### config.mk
export PLATFORM = sky130hd
export DESIGN_NAME = multicycle_ctrl
export DESIGN_NICKNAME = d
export VERILOG_FILES = /design/src/rtl/multicycle_ctrl_pkg.sv /design/src/rtl/mem_wait_timer.sv /design/src/rtl/multicycle_ctrl.sv
export SDC_FILE = /design/constraint.sdc
export NUM_CORES = 1
export LEC_CHECK = 0
export CAP_MARGIN = 20
export CORE_MARGIN = 10
export CORE_UTILIZATION = 54
export DETAILED_ROUTE_END_ITERATION = 10
export GPL_TIMING_DRIVEN = 0
export PLACE_DENSITY = 0.85
export SETUP_SLACK_MARGIN = 0.3
export SYNTH_ARGS = -nofsm -noshare
export SYNTH_HDL_FRONTEND = slang
export SYNTH_SLANG_ARGS = --single-unit
### constraint.sdc
create_clock -name i_Clk_1 -period 4.55 [get_ports i_Clk_1]
set_input_delay 0.91 -clock i_Clk_1 [delete_from_list [all_inputs] [get_ports i_Clk_1]]
set_output_delay 0.91 -clock i_Clk_1 [all_outputs]
set_load 0.005 [all_outputs]
### src/rtl/multicycle_ctrl_pkg.sv
// Shared state encoding and next-state logic for the RV32I multi-cycle sequencer.
package multicycle_ctrl_pkg;

    typedef enum logic [2:0] {
        ST_IDLE   = 3'd0,
        ST_FETCH  = 3'd1,
        ST_DECODE = 3'd2,
        ST_EXEC   = 3'd3,
        ST_MEM    = 3'd4,
        ST_WB     = 3'd5,
        ST_HALT   = 3'd6,
        ST_FAULT  = 3'd7
    } state_e;

    // An ack wins over watchdog expiry in the same cycle.
    function automatic state_e next_state(
        input state_e cur,
        input logic   imem_ack,
        input logic   dmem_ack,
        input logic   load,
        input logic   store,
        input logic   halt,
        input logic   expired
    );
        state_e nxt;
        nxt = cur;
        case (cur)
            ST_IDLE:   nxt = ST_FETCH;
            ST_FETCH: begin
                if (imem_ack) begin
                    nxt = ST_DECODE;
                end else if (expired) begin
                    nxt = ST_FAULT;
                end else begin
                    nxt = ST_FETCH;
                end
            end
            ST_DECODE: nxt = ST_EXEC;
            ST_EXEC: begin
                if (load && store) begin
                    nxt = ST_FAULT;
                end else if (load || store) begin
                    nxt = ST_MEM;
                end else begin
                    nxt = ST_WB;
                end
            end
            ST_MEM: begin
                if (dmem_ack) begin
                    nxt = ST_WB;
                end else if (expired) begin
                    nxt = ST_FAULT;
                end else begin
                    nxt = ST_MEM;
                end
            end
            ST_WB: begin
                if (halt) begin
                    nxt = ST_HALT;
                end else begin
                    nxt = ST_FETCH;
                end
            end
            ST_HALT:   nxt = ST_HALT;
            ST_FAULT:  nxt = ST_FAULT;
            default:   nxt = ST_FAULT;
        endcase
        return nxt;
    endfunction

endpackage

### src/rtl/mem_wait_timer.sv
// Memory-wait watchdog: counts stalled cycles, flags when the count reaches the limit.
module mem_wait_timer #(
    parameter int W = 8
) (
    input  logic         clk,
    input  logic         rst_n,
    input  logic         clear,
    input  logic         count_en,
    input  logic [W-1:0] limit,
    output logic         expired
);

    logic [W-1:0] count_r;

    // Wait counter; clear has priority so every state entry starts from zero.
    always_ff @(posedge clk) begin
        if (!rst_n) begin
            count_r <= {W{1'b0}};
        end else if (clear) begin
            count_r <= {W{1'b0}};
        end else if (count_en) begin
            count_r <= count_r + W'(1);
        end else begin
            count_r <= count_r;
        end
    end

    assign expired = (count_r == limit);

endmodule

### src/rtl/multicycle_ctrl.sv
// Multi-cycle instruction sequencer: FETCH/DECODE/EXEC/MEM/WB strobes, watchdog and retire count.
module multicycle_ctrl
    import multicycle_ctrl_pkg::*;
#(
    parameter int TIMEOUT_W = 8,
    parameter int TIMEOUT   = 255,
    parameter int RETIRE_W  = 32
) (
    input  logic                i_Clk_1,
    input  logic                i_RstN_1,
    output logic                o_IMemReq_1,
    input  logic                i_IMemAck_1,
    output logic                o_IRWen_1,
    input  logic                i_Load_1,
    input  logic                i_Store_1,
    input  logic                i_GRFWen_1,
    input  logic [4:0]          i_Rd_5,
    input  logic                i_Taken_1,
    input  logic                i_Halt_1,
    output logic                o_EXWen_1,
    output logic                o_DMemReq_1,
    output logic                o_DMemWe_1,
    input  logic                i_DMemAck_1,
    output logic                o_GRFWen_1,
    output logic                o_WBSelMem_1,
    output logic                o_PCWen_1,
    output logic                o_PCSel_1,
    output logic [2:0]          o_State_3,
    output logic                o_Halted_1,
    output logic                o_Fault_1,
    output logic [RETIRE_W-1:0] o_RetireCnt_32
);

    state_e                state_r;
    state_e                state_nxt_s;
    logic                  expired_s;
    logic                  wd_clear_s;
    logic                  wd_count_en_s;
    logic                  imem_req_r;
    logic                  ex_wen_r;
    logic                  dmem_req_r;
    logic                  wb_r;
    logic                  halted_r;
    logic                  fault_r;
    logic [RETIRE_W-1:0]   retire_r;

    // Next state and watchdog control.
    always_comb begin
        state_nxt_s   = next_state(state_r, i_IMemAck_1, i_DMemAck_1, i_Load_1,
                                   i_Store_1, i_Halt_1, expired_s);
        wd_clear_s    = (state_nxt_s != state_r);
        wd_count_en_s = ((state_r == ST_FETCH) && !i_IMemAck_1) ||
                        ((state_r == ST_MEM)   && !i_DMemAck_1);
    end

    mem_wait_timer #(
        .W(TIMEOUT_W)
    ) u_mem_wait_timer (
        .clk      (i_Clk_1),
        .rst_n    (i_RstN_1),
        .clear    (wd_clear_s),
        .count_en (wd_count_en_s),
        .limit    (TIMEOUT_W'(TIMEOUT)),
        .expired  (expired_s)
    );

    // Sequencer state, state-decoded strobes (registered from next state) and retire counter.
    always_ff @(posedge i_Clk_1) begin
        if (!i_RstN_1) begin
            state_r    <= ST_IDLE;
            imem_req_r <= 1'b0;
            ex_wen_r   <= 1'b0;
            dmem_req_r <= 1'b0;
            wb_r       <= 1'b0;
            halted_r   <= 1'b0;
            fault_r    <= 1'b0;
            retire_r   <= {RETIRE_W{1'b0}};
        end else begin
            state_r    <= state_nxt_s;
            imem_req_r <= (state_nxt_s == ST_FETCH);
            ex_wen_r   <= (state_nxt_s == ST_EXEC);
            dmem_req_r <= (state_nxt_s == ST_MEM);
            wb_r       <= (state_nxt_s == ST_WB);
            halted_r   <= (state_nxt_s == ST_HALT);
            fault_r    <= (state_nxt_s == ST_FAULT);
            if (state_r == ST_WB) begin
                retire_r <= retire_r + RETIRE_W'(1);
            end else begin
                retire_r <= retire_r;
            end
        end
    end

    // Decode inputs are held stable from DECODE through WB, so qualifying them here is glitch-safe.
    assign o_IMemReq_1    = imem_req_r;
    assign o_IRWen_1      = imem_req_r & i_IMemAck_1;
    assign o_EXWen_1      = ex_wen_r;
    assign o_DMemReq_1    = dmem_req_r;
    assign o_DMemWe_1     = dmem_req_r & i_Store_1;
    assign o_GRFWen_1     = wb_r & (i_GRFWen_1 | i_Load_1) & (i_Rd_5 != 5'd0);
    assign o_WBSelMem_1   = wb_r & i_Load_1;
    assign o_PCWen_1      = wb_r;
    assign o_PCSel_1      = wb_r & i_Taken_1;
    assign o_State_3      = state_r;
    assign o_Halted_1     = halted_r;
    assign o_Fault_1      = fault_r;
    assign o_RetireCnt_32 = retire_r;

endmodule

==> results of run 1 <==
[synthesized netlist by cell type (all sizes together)]
library cell | instances | share of area
a211oi | 3 | 0.0088
clkbuf | 8 | 0.012
ha | 3 | 0.015
mux2i | 2 | 0.0078
nand2 | 11 | 0.016
xor2 | 8 | 0.027
o21ai | 7 | 0.014
and2 | 8 | 0.020
o32a | 1 | 0.0039
buf | 14 | 0.045
a2111oi | 3 | 0.027
and4b | 1 | 0.0039
nor3b | 3 | 0.0088
nor2 | 21 | 0.032
a21oi | 30 | 0.059
o221ai | 1 | 0.0059
clkinv | 1 | 0.0015
dfxtp | 49 | 0.38
a311o | 1 | 0.0039
xnor2 | 9 | 0.031
or4 | 18 | 0.053
nand4 | 14 | 0.046
nand2b | 4 | 0.0098
nor4bb | 1 | 0.0039
nor2b | 1 | 0.0024
and4 | 6 | 0.020
nor4b | 1 | 0.0034
and3b | 2 | 0.0068
or3 | 4 | 0.0098
and3 | 6 | 0.015
a21o | 1 | 0.0029
inv | 7 | 0.010
or3b | 2 | 0.0068
o21bai | 1 | 0.0029
o31ai | 18 | 0.053
nor3 | 3 | 0.0059
nand3 | 11 | 0.025
[metal layers]
metal,vias to the layer above,track usage,wire [um]
li1,1185,-,-
met1,1158,0.1787,2663
met2,55,0.2979,3301
met3,3,0.05287,422
met4,0,0.02056,12
met5,-,0,0
[power breakdown]
group	switching [W]	total (W)	leakage (nW)	internal, W
Clock	0.000137	0.000257	0.0433	0.000120
Combinational	0.0000321	0.0000661	0.648	0.0000340
Sequential	0.00000290	0.000435	0.395	0.000432
Total	0.000172	0.000758	1.09	0.000586
[cells by family (layout without fill, tap and decap cells)]
family / count (synthesis) / in the layout / synth area share
buffers and inverters: 30 / 96 / 0.06878
adders and majority gates: 3 / 3 / 0.01464
DFF: 49 / 49 / 0.3824
muxes: 2 / 2 / 0.007805
AOI/OAI and AO/OA: 66 / 66 / 0.1805
xor gates and xnor gates: 17 / 17 / 0.05805
and+or+nand+nor: 117 / 117 / 0.2878
[cell type report]
| class | count | area, um^2 |
|---|---|---|
| Clock inverter | 1 | 7.507 |
| Timing Repair Buffer | 59 | 590.6 |
| Multi-Input combinational cell | 205 | 1408 |
| Inverter | 8 | 30.03 |
| Buffer | 22 | 146.4 |
| Clock buffer | 6 | 82.58 |
| Fill cell | 374 | 1348 |
| Tap cell | 54 | 67.56 |
| Sequential cell | 49 | 980.9 |
[flip-flops by register name, summed over array words and instances (netlist names)]
signal	count
o_EXWen_1	1
u_mem_wait_timer.count_r	8
o_RetireCnt_32	32
o_PCWen_1	1
o_State_3	3
o_IMemReq_1	1
o_Fault_1	1
o_Halted_1	1
o_DMemReq_1	1
[worst paths after layout]
path | slack, ps | endpoint
setup reg to reg | 2570 | o_RetireCnt_32[20]$_SDFFE_PN0N_
setup / recovery | 1480 | o_GRFWen_1
hold / removal | 480 | o_RetireCnt_32[31]$_SDFFE_PN0N_
hold reg to reg | 480 | o_RetireCnt_32[31]$_SDFFE_PN0N_
[metrics by stage]
step	std cells	instance area, um^2	setup WS (ps)
floorplan	284	2565	2442
global placement	397	3223	1511
detailed placement	397	3223	1475
CTS	404	3313	1472
global route	404	3313	1426
finish	404	3313	1481
[worst min-delay path, cell delays in order (launching register included)]
cell and delay (ps):
dfxtp_1 330, o31ai_1 60, a21oi_1 50
==> impl_metrics.json, run 1 <==
{
  "status": "complete, no violations",
  "hp-start": "o_RetireCnt_32[31]$_SDFFE_PN0N_",
  "cts_made_buffers": 5,
  "placementRows": 25,
  "clock_path_buffers": 2,
  "min_period_ps": 3069,
  "max_slew_margin": 0.6135,
  "syn_area_um2": 2565,
  "cts.sinks": 49,
  "cts_hold_buf": 0,
  "vias": 2401,
  "power_density_nw_per_um2": 228.9,
  "fin_util": 0.7109,
  "cts.reportedPaths.clkPinSlew_ps": 80,
  "worst-path-buf-inv": 2,
  "drc": 0,
  "cpMostUsedCell": "clkdlybuf4s50_1",
  "ir_drop_mv": 0.1621,
  "crit_type": "in2out",
  "dr.first_iter.drc_count": 127,
  "grt_max_degree": 15,
  "cts_tree": "done",
  "synth_cells": 284,
  "ys_types": 44,
  "die-area_um2": 7907,
  "setup-tns-final_ps": 0,
  "finalMaxSlewViolations": 0,
  "clockRootBuffer": "clkbuf_8",
  "ys_ff_latch": 49,
  "yosysWarningCount": 0,
  "die_x_um": 88.92,
  "crit_fanout": 3,
  "post_cts_buffers": 0,
  "routed_wl_mm": 6.400,
  "ys_seq_area_frac": 0.3824,
  "rsz0062_at_grt": "false",
  "place.port_buffers": 59,
  "ant_nets": 0,
  "timing.hold.ws_ps": 481.8,
  "grt_pass1_wl_mm": 10.58,
  "end_kind": "primary output",
  "hold_depth": 2,
  "r2r_cells": 6,
  "reg2reg_from": "o_RetireCnt_32[6]$_SDFFE_PN0N_",
  "via_per_inst": 5.943,
  "fmax_mhz": 325.9,
  "layout_commonest_cell": "clkdlybuf4s50_1",
  "power.total_w": 0.0007583,
  "synth_nets": 301,
  "clkLatencyLatePin_ps": 300,
  "grt_pass1_vias": 2349,
  "path_cells": "clkdlybuf4s50_1 > o21ai_0 > a21oi_1 > clkdlybuf4s50_1",
  "io_pins": 60,
  "drive_above_1_share": 0.08000,
  "avgRoutedWirePerCell_um": 15.84,
  "p_leak_nw": 1.086,
  "slowest_stage": "clkdlybuf4s50_1",
  "core_region_area_um2": 4661,
  "grt_use_total": 0.1613,
  "cpLargestDelayFamily": "buffers and inverters",
  "tightest_slew_ps": 579.7,
  "timing.final.crit_share": 0.6745,
  "drt-pass1-iter-count": 4,
  "area_growth_pct": 29.17,
  "critical_path.startpoint": "i_Load_1",
  "final_cell_mix": "clkdlybuf4s50_1 (59), dfxtp_1 (49), a21oi_1 (30), nor2_1 (20)",
  "nNetsFinal": 367,
  "hp-class": "reg2reg",
  "crit_path_start_kind": "primary input",
  "antenna_found_initial": 0,
  "dp_hpwl_mm": 4.744,
  "maxCapViolations": 0,
  "hold_violations": 0,
  "initial_core_util": 0.5503,
  "antenna_cells": 0,
  "syn_avg_cell_area_um2": 9.032,
  "clock_skew_ps": 5.505,
  "overflow": 0,
  "cpPeakStageDelay_ps": 530,
  "place_congestion": 0.8079,
  "required_ps": 3640,
  "cts_resized": 0,
  "crit_arrival_ps": 2160,
  "cp.depth": 4,
  "die_h_um": 88.92,
  "setup_viol_count_final": 0,
  "htree_levels": 2
}
Power figures use the tool's default switching activity.
==> inputs of run 2 (changes only) <==
- CORE_UTILIZATION: 54 -> 45
- PLACE_DENSITY: 0.85 -> 0.76
- clock period: 4.55 -> 2.8 ns (I/O delays scaled with it)
==> run 2 against run 1 <==
Flip-flop and latch count unchanged; via count decreased by 1.7%; worst hold slack improved by 1.6 ps; power increased by 62%; global-route usage decreased by 2.7 points; die area increased by 15%; sequential share of layout area decreased by 0.17 points; first-iteration DRC count decreased by 34%; register-to-register slack got worse by 1700 ps; critical path depth decreased by 1; core utilization decreased by 11 points; cell count increased by 4.7%; largest power group unchanged; highest routed layer unchanged.
==> impl_metrics.json, run 2 (synthesized netlist as in run 1, its figures left out) <==
{
  "cts.sinks": 49,
  "setup_ws_ps": 411.1,
  "tightest_slew_ps": 567.6,
  "grt_pass1_vias": 2251,
  "layout_commonest_cell": "clkdlybuf4s50_1",
  "grt_pass1_wl_mm": 10.18,
  "die_x_um": 95.50,
  "cts_tree": "done",
  "hp-class": "reg2reg",
  "via_per_inst": 5.577,
  "initial_core_util": 0.4658,
  "critical_path.startpoint": "i_IMemAck_1",
  "ant_nets": 0,
  "clkLatencyLatePin_ps": 310,
  "antenna_cells": 0,
  "min_period_ps": 2389,
  "setup_viol_count_final": 0,
  "post_dp_cell_area_um2": 3246,
  "preCtsSetupSlack_ps": 430.0,
  "overflow": 0,
  "drc": 0,
  "instances_no_fill": 423,
  "crit_arrival_ps": 1830,
  "ir_drop_mv": 0.3155,
  "clock_skew_ps": 7.493,
  "crit_end": "o_IRWen_1",
  "power_density_nw_per_um2": 368.6,
  "drive_above_1_share": 0.08262,
  "antenna_found_initial": 0,
  "hold_violations": 0,
  "clockRootBuffer": "clkbuf_8",
  "dp_hpwl_mm": 4.695,
  "core_region_area_um2": 5507,
  "fmax_mhz": 418.6,
  "dr.first_iter.drc_count": 84,
  "multi_input_area_um2": 1408,
  "end_kind": "primary output",
  "finalMaxSlewViolations": 0,
  "routed_wl_mm": 6.285,
  "crit_type": "in2out",
  "seq_area_um2": 980.9,
  "cts.reportedPaths.clkPinSlew_ps": 90,
  "place.port_buffers": 59,
  "area_growth_pct": 29.90,
  "dp_cells": 415,
  "largest_register_ffs": 32,
  "vias": 2359,
  "cts_hold_buf": 0,
  "finalInstanceArea_um2": 3332,
  "grt_use_total": 0.1340,
  "placementRows": 27,
  "crit_fanout": 5,
  "crit_path_start_kind": "primary input",
  "n_fill_cell": 481,
  "r2r_cells": 6,
  "maxCapViolations": 0,
  "final_cell_mix": "clkdlybuf4s50_1 (59), dfxtp_1 (49), a21oi_1 (30), nor2_1 (20)",
  "rsz0062_at_grt": "false",
  "required_ps": 2240,
  "reg2reg_from": "o_RetireCnt_32[6]$_SDFFE_PN0N_",
  "clock_path_buffers": 2,
  "timing.rr.end": "o_RetireCnt_32[30]$_SDFFE_PN0N_",
  "htree_levels": 2,
  "power.total_w": 0.001228,
  "drt-pass1-iter-count": 4,
  "die_h_um": 95.50,
  "place_congestion": 0.8097,
  "io_pins": 60,
  "die-area_um2": 9119,
  "avgRoutedWirePerCell_um": 14.86,
  "r2r_slack_ps": 850,
  "grt_max_degree": 16,
  "status": "complete, no violations",
  "max_slew_margin": 0.6216,
  "p_leak_nw": 1.087,
  "post_cts_buffers": 0,
  "timing.final.crit_share": 0.8532,
  "cts_made_buffers": 5,
  "nNetsFinal": 367,
  "cts_resized": 0,
  "setup-tns-final_ps": 0
}
==> run 2: cell count changes in the layout (fill, tap and decap cells not counted) <==
cell,delta
clkbuf_8,-1
clkinv_2,+2
==> run 2: area by class of cell <==
cell class | instances | share of cell area
clock buffers | 5 | 0.02065
well taps | 72 | 0.02704
clock inverters | 3 | 0.005257
repair buffers | 59 | 0.1772
inverters | 8 | 0.009012
plain buffers | 22 | 0.04394
flip-flops and latches | 49 | 0.2944
multi-input cells | 205 | 0.4225
==> run 2: worst min path at each step <==
stage                                    startpoint                               to  slack [ps]  cells past startpoint
finish              o_RetireCnt_32[31]$_SDFFE_PN0N_  o_RetireCnt_32[31]$_SDFFE_PN0N_         480                      2
global route        o_RetireCnt_32[31]$_SDFFE_PN0N_  o_RetireCnt_32[31]$_SDFFE_PN0N_         520                      2
floorplan           o_RetireCnt_32[31]$_SDFFE_PN0N_  o_RetireCnt_32[31]$_SDFFE_PN0N_         470                      2
detailed placement  o_RetireCnt_32[31]$_SDFFE_PN0N_  o_RetireCnt_32[31]$_SDFFE_PN0N_         480                      2
global placement    o_RetireCnt_32[31]$_SDFFE_PN0N_  o_RetireCnt_32[31]$_SDFFE_PN0N_         460                      2
CTS                 o_RetireCnt_32[31]$_SDFFE_PN0N_  o_RetireCnt_32[31]$_SDFFE_PN0N_         490                      2
==> run 2: report_power, final <==
part	switching (W)	internal (W)
combinational	0.0000519	0.0000552
clock	0.000241	0.000173
sequential	0.00000477	0.000702
==> run 2: stage by stage <==
stage	utilization	hold slack (ps)
floorplan	-	468.2
global placement	0.5894	463.3
detailed placement	0.5894	480.9
CTS	0.6051	493.7
global route	0.6051	517.3
finish	0.6051	483.4
==> run 2: critical path, cell delays in order <==
cell and delay, ps:
clkdlybuf4s50_1 550, and2_1 180, clkdlybuf4s50_1 540
==> run 2: routing by layer <==
| metal | share of wire | vias to the layer above | GRT usage |
|---|---|---|---|
| li1 | - | 1181 | - |
| met1 | 0.41 | 1100 | 0.1516 |
| met2 | 0.48 | 69 | 0.2307 |
| met3 | 0.088 | 9 | 0.04163 |
| met4 | 0.020 | 0 | 0.05160 |
| met5 | 0 | - | 0 |
